## src/rtl/tagged_arbitrated_fifos.sv

```systemverilog
// Bank of tagged circular FIFOs with a full-aware push redirector, a round-robin pop arbiter
// and a registered output stage. Define TAGGED_FIFO_REDIRECT_EN to enable push redirection.
module tagged_arbitrated_fifos #(
  parameter int NUM_FIFOS = 4,
  parameter int WIDTH     = 8,
  parameter int DEPTH     = 4,
  parameter int TAGWIDTH  = $clog2(NUM_FIFOS)
) (
  input  logic                 clk,
  input  logic                 rst,
  input  logic                 push_valid,
  input  logic [TAGWIDTH-1:0]  push_sel,
  input  logic [WIDTH-1:0]     data_in,
  output logic                 push_ready,
  output logic                 redirected,
  input  logic [NUM_FIFOS-1:0] reqs,
  output logic [NUM_FIFOS-1:0] gnt,
  output logic [NUM_FIFOS-1:0] full,
  output logic [NUM_FIFOS-1:0] empty,
  output logic                 out_valid,
  output logic [WIDTH-1:0]     data_out,
  output logic [TAGWIDTH-1:0]  tag_out,
  output logic [TAGWIDTH-1:0]  src_out
);

  localparam int PW = (DEPTH > 1) ? $clog2(DEPTH) : 1;
  localparam int CW = $clog2(DEPTH + 1);
  localparam int EW = TAGWIDTH + WIDTH;

  logic [NUM_FIFOS-1:0] push_we;
  logic [NUM_FIFOS-1:0] eligible;
  logic [TAGWIDTH-1:0]  target;
  logic                 target_ok;
  logic [TAGWIDTH-1:0]  gnt_idx;
  logic                 gnt_found;
  logic [TAGWIDTH-1:0]  last_gnt_q, last_gnt_d;
  logic [EW-1:0]        rd_entry [NUM_FIFOS];

  logic                out_valid_q, out_valid_d;
  logic [WIDTH-1:0]    data_out_q, data_out_d;
  logic [TAGWIDTH-1:0] tag_out_q, tag_out_d;
  logic [TAGWIDTH-1:0] src_out_q, src_out_d;

  // Push target: requested FIFO, or the next non-full one above it (wrapping) when redirecting.
  always_comb begin
    target    = '0;
    target_ok = 1'b0;
    if (int'(push_sel) < NUM_FIFOS) begin
`ifdef TAGGED_FIFO_REDIRECT_EN
      for (int pass = 0; pass < 2; pass++) begin
        for (int i = 0; i < NUM_FIFOS; i++) begin
          if (!target_ok && ((pass == 0) == (i >= int'(push_sel))) && !full[i]) begin
            target    = TAGWIDTH'(i);
            target_ok = 1'b1;
          end
        end
      end
`else
      for (int i = 0; i < NUM_FIFOS; i++) begin
        if ((i == int'(push_sel)) && !full[i]) begin
          target    = TAGWIDTH'(i);
          target_ok = 1'b1;
        end
      end
`endif
    end
  end

  assign push_ready = target_ok;
  assign push_we    = (push_valid && target_ok) ? (NUM_FIFOS'(1) << target) : '0;

`ifdef TAGGED_FIFO_REDIRECT_EN
  assign redirected = push_valid && target_ok && (target != push_sel);
`else
  assign redirected = 1'b0;
`endif

  // Round-robin: first eligible index strictly after last_gnt, wrapping.
  always_comb begin
    eligible  = reqs & ~empty;
    gnt       = '0;
    gnt_idx   = '0;
    gnt_found = 1'b0;
    for (int pass = 0; pass < 2; pass++) begin
      for (int i = 0; i < NUM_FIFOS; i++) begin
        if (!gnt_found && ((pass == 0) == (i > int'(last_gnt_q))) && eligible[i]) begin
          gnt[i]    = 1'b1;
          gnt_idx   = TAGWIDTH'(i);
          gnt_found = 1'b1;
        end
      end
    end
    last_gnt_d = gnt_found ? gnt_idx : last_gnt_q;
  end

  always_comb begin
    out_valid_d = gnt_found;
    data_out_d  = data_out_q;
    tag_out_d   = tag_out_q;
    src_out_d   = src_out_q;
    for (int i = 0; i < NUM_FIFOS; i++) begin
      if (gnt[i]) begin
        {tag_out_d, data_out_d} = rd_entry[i];
        src_out_d               = TAGWIDTH'(i);
      end
    end
  end

  always_ff @(posedge clk or posedge rst) begin
    if (rst) begin
      last_gnt_q  <= TAGWIDTH'(NUM_FIFOS - 1);
      out_valid_q <= 1'b0;
      data_out_q  <= '0;
      tag_out_q   <= '0;
      src_out_q   <= '0;
    end else begin
      last_gnt_q  <= last_gnt_d;
      out_valid_q <= out_valid_d;
      data_out_q  <= data_out_d;
      tag_out_q   <= tag_out_d;
      src_out_q   <= src_out_d;
    end
  end

  assign out_valid = out_valid_q;
  assign data_out  = data_out_q;
  assign tag_out   = tag_out_q;
  assign src_out   = src_out_q;

  for (genvar gi = 0; gi < NUM_FIFOS; gi++) begin : g_fifo
    logic [PW-1:0] wr_ptr_q, wr_ptr_d;
    logic [PW-1:0] rd_ptr_q, rd_ptr_d;
    logic [CW-1:0] count_q, count_d;
    logic [EW-1:0] mem [DEPTH];

    always_comb begin
      wr_ptr_d = wr_ptr_q;
      rd_ptr_d = rd_ptr_q;
      count_d  = count_q;
      if (push_we[gi]) begin
        wr_ptr_d = (wr_ptr_q == PW'(DEPTH - 1)) ? '0 : wr_ptr_q + PW'(1);
      end
      if (gnt[gi]) begin
        rd_ptr_d = (rd_ptr_q == PW'(DEPTH - 1)) ? '0 : rd_ptr_q + PW'(1);
      end
      case ({push_we[gi], gnt[gi]})
        2'b10:   count_d = count_q + CW'(1);
        2'b01:   count_d = count_q - CW'(1);
        default: count_d = count_q;
      endcase
    end

    always_ff @(posedge clk or posedge rst) begin
      if (rst) begin
        wr_ptr_q <= '0;
        rd_ptr_q <= '0;
        count_q  <= '0;
      end else begin
        wr_ptr_q <= wr_ptr_d;
        rd_ptr_q <= rd_ptr_d;
        count_q  <= count_d;
      end
    end

    // Storage needs no reset: occupancy counters alone decide what is valid.
    always_ff @(posedge clk) begin
      if (push_we[gi]) begin
        mem[wr_ptr_q] <= {push_sel, data_in};
      end
    end

    assign rd_entry[gi] = mem[rd_ptr_q];
    assign full[gi]     = (count_q == CW'(DEPTH));
    assign empty[gi]    = (count_q == '0);
  end

endmodule

```

## config.mk

```make
export PLATFORM = sky130hd
export DESIGN_NAME = tagged_arbitrated_fifos
export DESIGN_NICKNAME = d
export VERILOG_FILES = /design/src/rtl/tagged_arbitrated_fifos.sv
export SDC_FILE = /design/constraint.sdc
export NUM_CORES = 1
export LEC_CHECK = 0
export CAP_MARGIN = 20
export CORE_MARGIN = 2
export CORE_UTILIZATION = 50
export DETAILED_ROUTE_END_ITERATION = 10
export PLACE_DENSITY = 0.75
export SYNTH_ARGS = -nofsm -noshare
export SYNTH_HDL_FRONTEND = slang
export SYNTH_SLANG_ARGS = --single-unit
export TNS_END_PERCENT = 30
```

## constraint.sdc

```tcl
create_clock -name clk -period 3.12 [get_ports clk]
set_input_delay 0.78 -clock clk [delete_from_list [all_inputs] [get_ports clk]]
set_output_delay 0.78 -clock clk [all_outputs]
set_load 0.05 [all_outputs]
```

==> impl_metrics.env, run 1 <==
export IMPL_synthMostInstantiatedCell="edfxtp_1"
export IMPL_vias_per_cell=5.89
export IMPL_synth_top_area_cell="edfxtp_1"
export IMPL_synthTopCellsByArea="edfxtp_1 55%, dfrtp_1 12%, mux4_2 11%"
export IMPL_status="finished, final reports clean"
export IMPL_syn_inst=492
export IMPL_use_met2_pct=35.5
export IMPL_io_pins=44
export IMPL_yosys_warnings=0
export IMPL_ys_seq_area_share_pct=67.9
export IMPL_rsz0062_at_grt="no"
export IMPL_final_setup_viol_count=0
export IMPL_crit_end="gnt[1]"
export IMPL_worstSetupEndpointType="output pin"
export IMPL_synth_adder_area_share_pct=4.39
export IMPL_grt_busiest_layer="met2"
export IMPL_die_w_um=136
export IMPL_hp_class="reg2reg"
export IMPL_synth_simple_area_share_pct=4.87
export IMPL_grt_use_met3_pct=3.59
export IMPL_cp_num_buf_inv=3
export IMPL_h_tree_depth=1
export IMPL_async_flop_share_pct=21.2
export IMPL_final_net_count=621
export IMPL_relSlewSlack_pct=49.2
export IMPL_fin_skew_ps=17.0
export IMPL_path_clk_slew_ps=60
export IMPL_core_area_mm2=0.0171
export IMPL_hpwl_mm=12.7
export IMPL_syn_nets=537
export IMPL_placed_area_mm2=0.00970
export IMPL_path_class="reg2out"
export IMPL_r2r_setup_slack_ps=540
export IMPL_p_switching_w=0.00344
export IMPL_crit_family="buffers and inverters"
export IMPL_synth_top_family_by_area="multiplexers"
export IMPL_gp_congestion=0.887
export IMPL_rows=48
export IMPL_cts_root_buf="clkbuf_16"
export IMPL_clock_sinks=203
export IMPL_ys_ff_latch=203
export IMPL_timing_setup_tns_ps=0
export IMPL_ys_top_cells_by_count="160 x edfxtp_1, 41 x dfrtp_1, 41 x mux4_2"
export IMPL_seqPwrFrac_pct=40.6
export IMPL_syn_avg_cell_area_um2=17.6
export IMPL_powerDensity_mw_per_mm2=942
export IMPL_path_cells="or3_1, buf_4, a221oi_4, buf_4, buf_12"
export IMPL_critPathMostFrequentCell="buf_4"
export IMPL_max_freq_mhz=330
export IMPL_num_antenna_cells=0
export IMPL_drtIter0Drc=445
export IMPL_drv_cap=0
export IMPL_ctsHoldBuffers=0
export IMPL_arrival_ps=2250
export IMPL_crit_fanout=11
export IMPL_worst_ep_required_time_ps=2340
export IMPL_die_area_mm2=0.0184
export IMPL_start_kind="flip-flop"
export IMPL_min_period_ps=3030
export IMPL_synth_top_area_share_pct=55.5
export IMPL_cts_setup_buffers=0
export IMPL_use_met1_pct=29.4
export IMPL_worst_pin_slew_ps=760
export IMPL_ys_flop_type="edfxtp_1"
export IMPL_path_depth=5
export IMPL_grt_pass1_wl_mm=29.0
export IMPL_r2r_end="g_fifo[1].count_q[2]"
export IMPL_grt_pass1_vias=5015
export IMPL_grt_use_total_pct=21.4
export IMPL_route_antenna_remaining_nets=0
export IMPL_crit_start="g_fifo[0].count_q[1]"
export IMPL_synth_cell_types=48
export IMPL_wl_per_cell_um=23.1
export IMPL_cellLeakagePower_nw=3.72
export IMPL_synth_xor_area_share_pct=1.21
export IMPL_final_area_mm2=0.0103
export IMPL_syn_area_mm2=0.00866
export IMPL_drc=0
export IMPL_irDropWorstVdd_mv=0.681
export IMPL_cts_buffer_depth=3
export IMPL_antenna_found_initial=0
export IMPL_clk_latency_ps=500
export IMPL_hold_viol=0
export IMPL_clkPwrFrac_pct=23.9
export IMPL_num_vias=4799
export IMPL_numCtsBuffers=21
export IMPL_drt_first_pass_iters=9
export IMPL_synth_edf_count=160
export IMPL_critPathMaxStageDelay_ps=450
export IMPL_cp_slowest_cell="or3_1"
export IMPL_cts_tree="yes"
export IMPL_drive_gt1_share_pct=25.4
export IMPL_grt_max_degree=32
export IMPL_syn2layout_area_growth_pct=19.4
export IMPL_rr_startpoint="g_fifo[0].count_q[1]"
export IMPL_gr_total_overflow=0
export IMPL_synth_area_mux_share_pct=13.1
export IMPL_io_buffer_count=42
export IMPL_initial_core_util_pct=50.6
export IMPL_timing_final_max_slew_violations=0
export IMPL_swShare_pct=35.3
export IMPL_cts_resized=0
export IMPL_comb_power_share_pct=35.5
export IMPL_p_int_w=0.00630
export IMPL_die_h_um=136
export IMPL_timing_final_crit_share_pct=97.0
export IMPL_wl_mm=18.9
export IMPL_reg2reg_depth=9
export IMPL_synth_compound_area_share_pct=6.01
state kept, by name, summed over array words and instances (netlist names):
signal and cells:
data_out 8, g_fifo.count_q 12, g_fifo.mem 160, g_fifo.rd_ptr_q 8
g_fifo.wr_ptr_q 8, last_gnt_q 2, out_valid 1, src_out 2
tag_out 2
power groups by stage:
| stage | Combinational [W] | Sequential (W) | Clock, W |
|---|---|---|---|
| after floorplan | 0.00226 | 0.00394 | 0 |
| after global placement | 0.00327 | 0.00398 | 0 |
| after detailed placement | 0.00342 | 0.00402 | 0 |
| after CTS | 0.00346 | 0.00397 | 0.00239 |
| after global routing | 0.00369 | 0.00404 | 0.00248 |
| final | 0.00346 | 0.00395 | 0.00233 |
final cells by class:
type                            count  area (um2)
Inverter                           30         113
Tap cell                          225         282
Fill cell                        1229        6770
Multi-Input combinational cell    236        2570
Timing Repair Buffer               84         851
Clock inverter                      9        70.1
Clock buffer                       28         572
Sequential cell                   203        5880
worst min-delay path by stage:
stage	start	to	slack, ps	cells past startpoint
floorplan	g_fifo[0].count_q[2]	g_fifo[0].count_q[2]	490	1
global placement	src_out[0]	src_out[0]	500	1
detailed placement	src_out[0]	src_out[0]	530	1
CTS	src_out[0]	src_out[0]	550	1
global route	src_out[0]	src_out[0]	570	1
finish	src_out[0]	src_out[0]	550	1
through the flow:
stage,hold WS (ps),power [W],utilization (%),cells,setup WS [ps]
2_1_floorplan,491,0.00620,-,492,18.6
3_3_place_gp,497,0.00725,56.7,778,130
3_5_place_dp,531,0.00744,56.7,778,77.7
4_1_cts,545,0.00981,60.4,815,6.78
5_1_grt,567,0.0102,60.4,815,19.6
6_report,547,0.00974,60.4,815,92.4
kinds of logic after synthesis:
logic type               Yosys count
adder cells (fa/ha/maj)           28
multiplexers                      60
AND/OR/NAND/NOR                   74
flip-flops                       203
other                              1
buffers and inverters             53
XOR/XNOR                          12
AO/OA/AOI/OAI                     61
per-layer routing:
layer  share of wire (%)  wire (um)
met5                   0          0
met3                 6.8       1290
met4                 2.7        507
met2                  50       9370
met1                  41       7680
layout by cell type, fill, tap and decap left out, drive strengths merged, types with 14 or more instances in the layout:
cell type and n:
buf 47, nor2 16, mux2 16, nor3 14, and2 17, dfrtp 41, inv 31, mux4 41
ha 24, clkbuf 28, clkdlybuf4s50 36, edfxtp 160
worst reg2reg max path, stage by stage, from the launching register on:
cell,delay [ps]
dfrtp_1,430
or3_1,450
buf_4,220
a221oi_4,290
ha_1,230
inv_1,60
fa_1,380
xor2_1,150
nor2_1,120
xor2_1,160
Power figures use the tool's default switching activity.
==> inputs of run 2 (changes only) <==
--- a/config.mk
+++ b/config.mk
@@ -5,7 +5,7 @@
 export SDC_FILE = /design/constraint.sdc
 export NUM_CORES = 1
 export LEC_CHECK = 0
-export CAP_MARGIN = 20
+export ABC_AREA = 1
 export CORE_MARGIN = 2
 export CORE_UTILIZATION = 50
 export DETAILED_ROUTE_END_ITERATION = 10
==> run 2 against run 1 <==
Final cell count up 32%. Non-clock buffer count shrank 3. Sequential power is 6.6% lower. Sequential share of layout area shrank 0.24 points. Core utilization fell by 0.38 points. Clock power barely moved. Synthesized cell count is 55% higher. Critical endpoint is now push_ready. Area after synthesis increased by 2.1%. Hold slack worse by 77 ps.
==> impl_metrics.env, run 2 <==
export IMPL_status="finished, final reports clean"
export IMPL_syn_inst=761
export IMPL_r2r_setup_slack_ps=620
export IMPL_place_ws_ps=-42.9
export IMPL_clock_sinks=203
export IMPL_synth_top_area_cell="edfxtp_1"
export IMPL_syn_avg_cell_area_um2=11.6
export IMPL_hold_path_end="g_fifo[0].count_q[0]"
export IMPL_synth_top_area_share_pct=54.3
export IMPL_path_class="in2out"
export IMPL_synthTopCellsByArea="edfxtp_1 54%, dfrtp_1 12%, nor2_1 6.7%"
export IMPL_io_pins=44
export IMPL_cellLeakagePower_nw=3.96
export IMPL_ctsHoldBuffers=0
export IMPL_grt_pass1_vias=5813
export IMPL_synth_edf_count=160
export IMPL_antenna_found_initial=0
export IMPL_wl_per_cell_um=18.0
export IMPL_reg2reg_depth=15
export IMPL_ys_flop_type="edfxtp_1"
export IMPL_whs_path_depth=1
export IMPL_timing_setup_tns_ps=0
export IMPL_timing_final_crit_share_pct=94.2
export IMPL_syn2layout_area_growth_pct=17.4
export IMPL_dp_cells=1035
export IMPL_drv_cap=0
export IMPL_die_area_mm2=0.0188
export IMPL_grt_max_degree=44
export IMPL_drc=0
export IMPL_numCtsBuffers=21
export IMPL_worst_ep_required_time_ps=2340
export IMPL_num_vias=5864
export IMPL_cts_tree="yes"
export IMPL_die_h_um=137
export IMPL_worstSetupEndpointType="output pin"
export IMPL_worst_pin_slew_ps=717
export IMPL_powerDensity_mw_per_mm2=988
export IMPL_die_w_um=137
export IMPL_finalNonFillerCells=1073
export IMPL_core_area_mm2=0.0173
export IMPL_mostFrequentLayoutCell="edfxtp_1"
export IMPL_io_buffer_count=42
export IMPL_ys_seq_area_share_pct=66.5
export IMPL_vias_per_cell=5.47
export IMPL_max_freq_mhz=340
export IMPL_synthMostInstantiatedCell="edfxtp_1"
export IMPL_num_fill_cells=1329
export IMPL_cts_setup_buffers=0
export IMPL_rows=48
export IMPL_cts_root_buf="clkbuf_16"
export IMPL_wl_mm=19.4
export IMPL_timing_final_max_slew_violations=0
export IMPL_arrival_ps=2160
export IMPL_crit_fanout=4
export IMPL_grt_pass1_wl_mm=30.4
export IMPL_cts_buffer_depth=3
export IMPL_ff_latch_area_mm2=0.00588
export IMPL_largest_register="g_fifo.mem"
export IMPL_rsz0062_at_grt="no"
export IMPL_rr_startpoint="g_fifo[1].count_q[0]"
export IMPL_hold_start="g_fifo[0].count_q[0]"
export IMPL_yosys_warnings=0
export IMPL_cts_resized=0
export IMPL_fin_skew_ps=7.98
export IMPL_h_tree_depth=1
export IMPL_reg_top3="g_fifo.mem x160, g_fifo.count_q x12"
export IMPL_hpwl_mm=12.2
export IMPL_syn_nets=806
export IMPL_gp_congestion=0.785
export IMPL_drive_gt1_share_pct=14.2
export IMPL_final_net_count=878
export IMPL_drtIter0Drc=520
export IMPL_setup_slack_ps=181
export IMPL_async_flop_share_pct=21.2
export IMPL_clk_latency_ps=490
export IMPL_ys_top_cells_by_count="160 x edfxtp_1, 158 x nor2_1, 78 x o21ai_0"
export IMPL_final_cell_mix="160 x edfxtp_1, 158 x nor2_1, 78 x o21ai_0, 67 x nand2_1, 62 x inv_1"
export IMPL_grt_use_total_pct=21.4
export IMPL_num_antenna_cells=0
export IMPL_relSlewSlack_pct=52.1
export IMPL_final_setup_viol_count=0
export IMPL_r2r_end="g_fifo[0].count_q[2]"
export IMPL_multi_input_area_mm2=0.00255
export IMPL_path_clk_slew_ps=60
export IMPL_gr_total_overflow=0
export IMPL_initial_core_util_pct=51.1
export IMPL_hp_class="reg2reg"
export IMPL_min_period_ps=2940
export IMPL_hold_viol=0
export IMPL_syn_area_mm2=0.00884
export IMPL_irDropWorstVdd_mv=0.633
export IMPL_start_kind="primary input"
export IMPL_drt_first_pass_iters=4
export IMPL_largest_register_ffs=160
export IMPL_ys_ff_latch=203
export IMPL_route_antenna_remaining_nets=0
export IMPL_synth_cell_types=36
==> run 2: cell count changes in the layout (fill, tap and decap cells not counted), moves of 13 or more <==
cell	delta
a211o_1	-13
and2_1	-17
inv_1	+34
mux2_2	-13
mux4_2	-41
nand2_1	+62
nand3_1	+17
nor2_1	+145
o21ai_0	+76
o22ai_1	+20
==> run 2: metal layers <==
metal	track usage [%]	part of all wire (%)	vias to the layer above
li1	-	-	2773
met1	29.0	43	2841
met2	34.8	47	219
met3	3.81	6.6	31
met4	7.79	2.7	0
met5	0	0	-
==> run 2: worst max-delay path by stage <==
| stage | slack (ps) | to | from |
|---|---|---|---|
| 2_1_floorplan | 5 | g_fifo[0].count_q[2] | g_fifo[0].count_q[0] |
| 3_3_place_gp | 60 | g_fifo[0].count_q[2] | push_sel[1] |
| 3_5_place_dp | -40 | g_fifo[0].count_q[2] | push_sel[1] |
| 4_1_cts | 170 | full[0] | g_fifo[0].count_q[0] |
| 5_1_grt | 80 | push_ready | push_sel[1] |
| 6_report | 180 | push_ready | push_sel[1] |
==> run 2: kinds of logic (layout without fill, tap and decap cells) <==
logic type / Yosys count / count (layout) / synth area share (%)
flip-flops: 203 / 203 / 66.5
AND/OR/NAND/NOR: 271 / 271 / 13.6
multiplexers: 1 / 1 / 0.127
AO/OA/AOI/OAI: 148 / 148 / 9.85
other: 1 / 1 / 0.0424
XOR/XNOR: 8 / 8 / 0.792
adder cells (fa/ha/maj): 28 / 28 / 4.30
buffers and inverters: 101 / 188 / 4.80
==> run 2: per-stage QoR <==
stage	power (W)	util (%)	area, um2	hold WS, ps
after global placement	0.00780	56.3	9740	464
final	0.0103	60.0	10400	470
after floorplan	0.00662	-	8860	446
after detailed placement	0.00793	56.3	9740	467
after CTS	0.0103	60.0	10400	475
after global routing	0.0109	60.0	10400	495
==> run 2: cell type report <==
| type | count | share of cell area (%) |
|---|---|---|
| Timing Repair Buffer | 81 | 7.35 |
| Clock inverter | 11 | 0.843 |
| Sequential cell | 203 | 56.6 |
| Clock buffer | 27 | 5.37 |
| Inverter | 69 | 2.54 |
| Tap cell | 225 | 2.71 |
| Multi-Input combinational cell | 457 | 24.5 |
==> run 2: critical path: stages <==
cell,delay [ps]
clkdlybuf4s50_1,510
inv_1,90
nand3_1,110
inv_1,50
nor3_2,220
nand2_1,100
buf_4,160
buf_12,140
==> run 2: power breakdown <==
part	internal, W	switching [W]	leakage [nW]	total [W]
logic	0.00144	0.00279	1.70	0.00422
registers	0.00336	0.000328	1.95	0.00369
clock network	0.00135	0.000997	0.307	0.00235
total	0.00615	0.00411	3.96	0.0103
==> inputs of run 3 (changes only) <==
--- a/config.mk
+++ b/config.mk
@@ -6,10 +6,11 @@
 export NUM_CORES = 1
 export LEC_CHECK = 0
 export ABC_AREA = 1
-export CORE_MARGIN = 2
+export CORE_MARGIN = 3
 export CORE_UTILIZATION = 50
 export DETAILED_ROUTE_END_ITERATION = 10
 export PLACE_DENSITY = 0.75
+export RECOVER_POWER = 50
 export SYNTH_ARGS = -nofsm -noshare
 export SYNTH_HDL_FRONTEND = slang
 export SYNTH_SLANG_ARGS = --single-unit
==> run 3 against run 2 <==
Combinational power shrank 1%. Core utilization rose by 1.9 points. First-iteration DRC count decreased by 8.5%. Flip-flop and latch count is the same. Largest power group unchanged. Highest routed layer unchanged. Register-to-register slack worse by 250 ps. Design area rose by 1.0%. Hold slack gained 12 ps. Fmax shrank 2.5%.
==> impl_metrics.env, run 3 (synthesis gave the netlist of run 2 again) <==
export IMPL_numCtsBuffers=21
export IMPL_vias_per_cell=5.46
export IMPL_clk_latency_ps=500
export IMPL_grt_pass1_wl_mm=31.0
export IMPL_gr_total_overflow=0
export IMPL_drv_cap=0
export IMPL_max_freq_mhz=332
export IMPL_hold_start="src_out[0]"
export IMPL_io_pins=44
export IMPL_drtIter0Drc=476
export IMPL_hold_path_end="src_out[0]"
export IMPL_hold_viol=0
export IMPL_cts_setup_buffers=0
export IMPL_mostFrequentLayoutCell="edfxtp_1"
export IMPL_wl_per_cell_um=17.9
export IMPL_ctsHoldBuffers=0
export IMPL_path_class="in2out"
export IMPL_timing_setup_tns_ps=0
export IMPL_final_area_mm2=0.0105
export IMPL_finalNonFillerCells=1076
export IMPL_r2r_setup_slack_ps=370
export IMPL_rows=47
export IMPL_arrival_ps=2230
export IMPL_io_buffer_count=42
export IMPL_antenna_found_initial=0
export IMPL_core_area_mm2=0.0169
export IMPL_whs_path_depth=2
export IMPL_critPathMostFrequentCell="buf_4"
export IMPL_drc=0
export IMPL_cts_resized=0
export IMPL_worst_ep_required_time_ps=2340
export IMPL_cts_tree="yes"
export IMPL_start_kind="primary input"
export IMPL_drive_gt1_share_pct=14.5
export IMPL_dp_cells=1038
export IMPL_num_vias=5876
export IMPL_gp_congestion=0.866
export IMPL_hp_class="reg2reg"
export IMPL_reg2reg_depth=13
export IMPL_initial_core_util_pct=52.2
export IMPL_critPathMaxStageDelay_ps=530
export IMPL_relSlewSlack_pct=20.7
export IMPL_crit_fanout=7
export IMPL_r2r_end="data_out[0]"
export IMPL_timing_final_crit_share_pct=96.6
export IMPL_final_cell_mix="160 x edfxtp_1, 158 x nor2_1, 78 x o21ai_0, 67 x nand2_1, 63 x inv_1"
export IMPL_reg_top3="g_fifo.mem x160, g_fifo.count_q x12"
export IMPL_num_antenna_cells=0
export IMPL_h_tree_depth=1
export IMPL_die_h_um=139
export IMPL_grt_use_total_pct=20.1
export IMPL_status="finished, final reports clean"
export IMPL_path_cells="dlygate4sd3_1, buf_4, nand3_1, inv_1, nor3_2, nand2_1, buf_4, buf_12"
export IMPL_cellLeakagePower_nw=4.02
export IMPL_die_w_um=139
export IMPL_min_period_ps=3010
export IMPL_timing_final_max_slew_violations=0
export IMPL_worstSetupEndpointType="output pin"
export IMPL_rr_startpoint="g_fifo[1].count_q[0]"
export IMPL_fin_skew_ps=13.4
export IMPL_largest_register="g_fifo.mem"
export IMPL_placed_area_mm2=0.00979
export IMPL_powerDensity_mw_per_mm2=999
export IMPL_grt_max_degree=26
export IMPL_rsz0062_at_grt="no"
export IMPL_die_area_mm2=0.0193
export IMPL_drt_first_pass_iters=4
export IMPL_grt_pass1_vias=5853
export IMPL_post_route_util_pct=61.9
export IMPL_cp_slowest_cell="dlygate4sd3_1"
export IMPL_syn2layout_area_growth_pct=18.6
export IMPL_worst_pin_slew_ps=1190
export IMPL_cts_root_buf="clkbuf_16"
export IMPL_path_clk_slew_ps=60
export IMPL_wl_mm=19.3
export IMPL_hpwl_mm=12.7
export IMPL_p_total_w=0.0105
export IMPL_route_antenna_remaining_nets=0
export IMPL_irDropWorstVdd_mv=0.697
export IMPL_cts_buffer_depth=3
export IMPL_final_net_count=886
export IMPL_clock_sinks=203
export IMPL_largest_register_ffs=160
export IMPL_final_setup_viol_count=0
-- run 3: cell count changes in the layout (fill, tap and decap cells not counted), sizes merged --
cell | before | now
bufinv | 1 | 4
buf | 44 | 43
dlygate4sd3 | 0 | 10
clkinvlp | 3 | 2
clkdlybuf4s50 | 37 | 27
clkbuf | 27 | 34
-- run 3: how the worst max path moves through the flow --
stage,cells after the start,end,start
finish,8,push_ready,push_sel[0]
global placement,15,g_fifo[0].count_q[2],push_sel[1]
global route,8,push_ready,push_sel[1]
detailed placement,13,g_fifo[0].count_q[1],push_sel[1]
CTS,8,push_ready,push_sel[1]
floorplan,15,g_fifo[0].count_q[2],g_fifo[0].count_q[0]
-- run 3: area by class of cell --
class	count	area [um2]
clock buffer	25	561
clock inverter	13	173
fill	1325	6450
inverter	69	264
multi-input combinational	457	2540
sequential	203	5880
tap	220	275
timing repair buffer	89	793
-- run 3: worst max-delay path: cells and delay by family --
family | cells | cell delay (ps)
buffers and inverters | 5 | 1050
and+or+nand+nor | 3 | 390
-- run 3: per-stage QoR --
stage,setup WS (ps),hold slack (ps)
floorplan,4.65,446
global placement,-54.0,461
detailed placement,-92.8,467
CTS,29.7,483
global route,23.6,508
finish,107,482
-- run 3: per-layer routing --
layer  global-route usage [%]  share of wire (%)  vias to the layer above
li1                         -                  -                     2782
met1                     28.0                 44                     2881
met2                     33.4                 48                      184
met3                     3.55                6.0                       29
met4                     4.79                2.1                        0
met5                        0                  0                        -
-- run 3: power breakdown --
group / total [W] / switching (W) / internal (W)
Combinational: 0.00417 / 0.00273 / 0.00144
Sequential: 0.00370 / 0.000339 / 0.00336
Clock: 0.00262 / 0.000999 / 0.00162
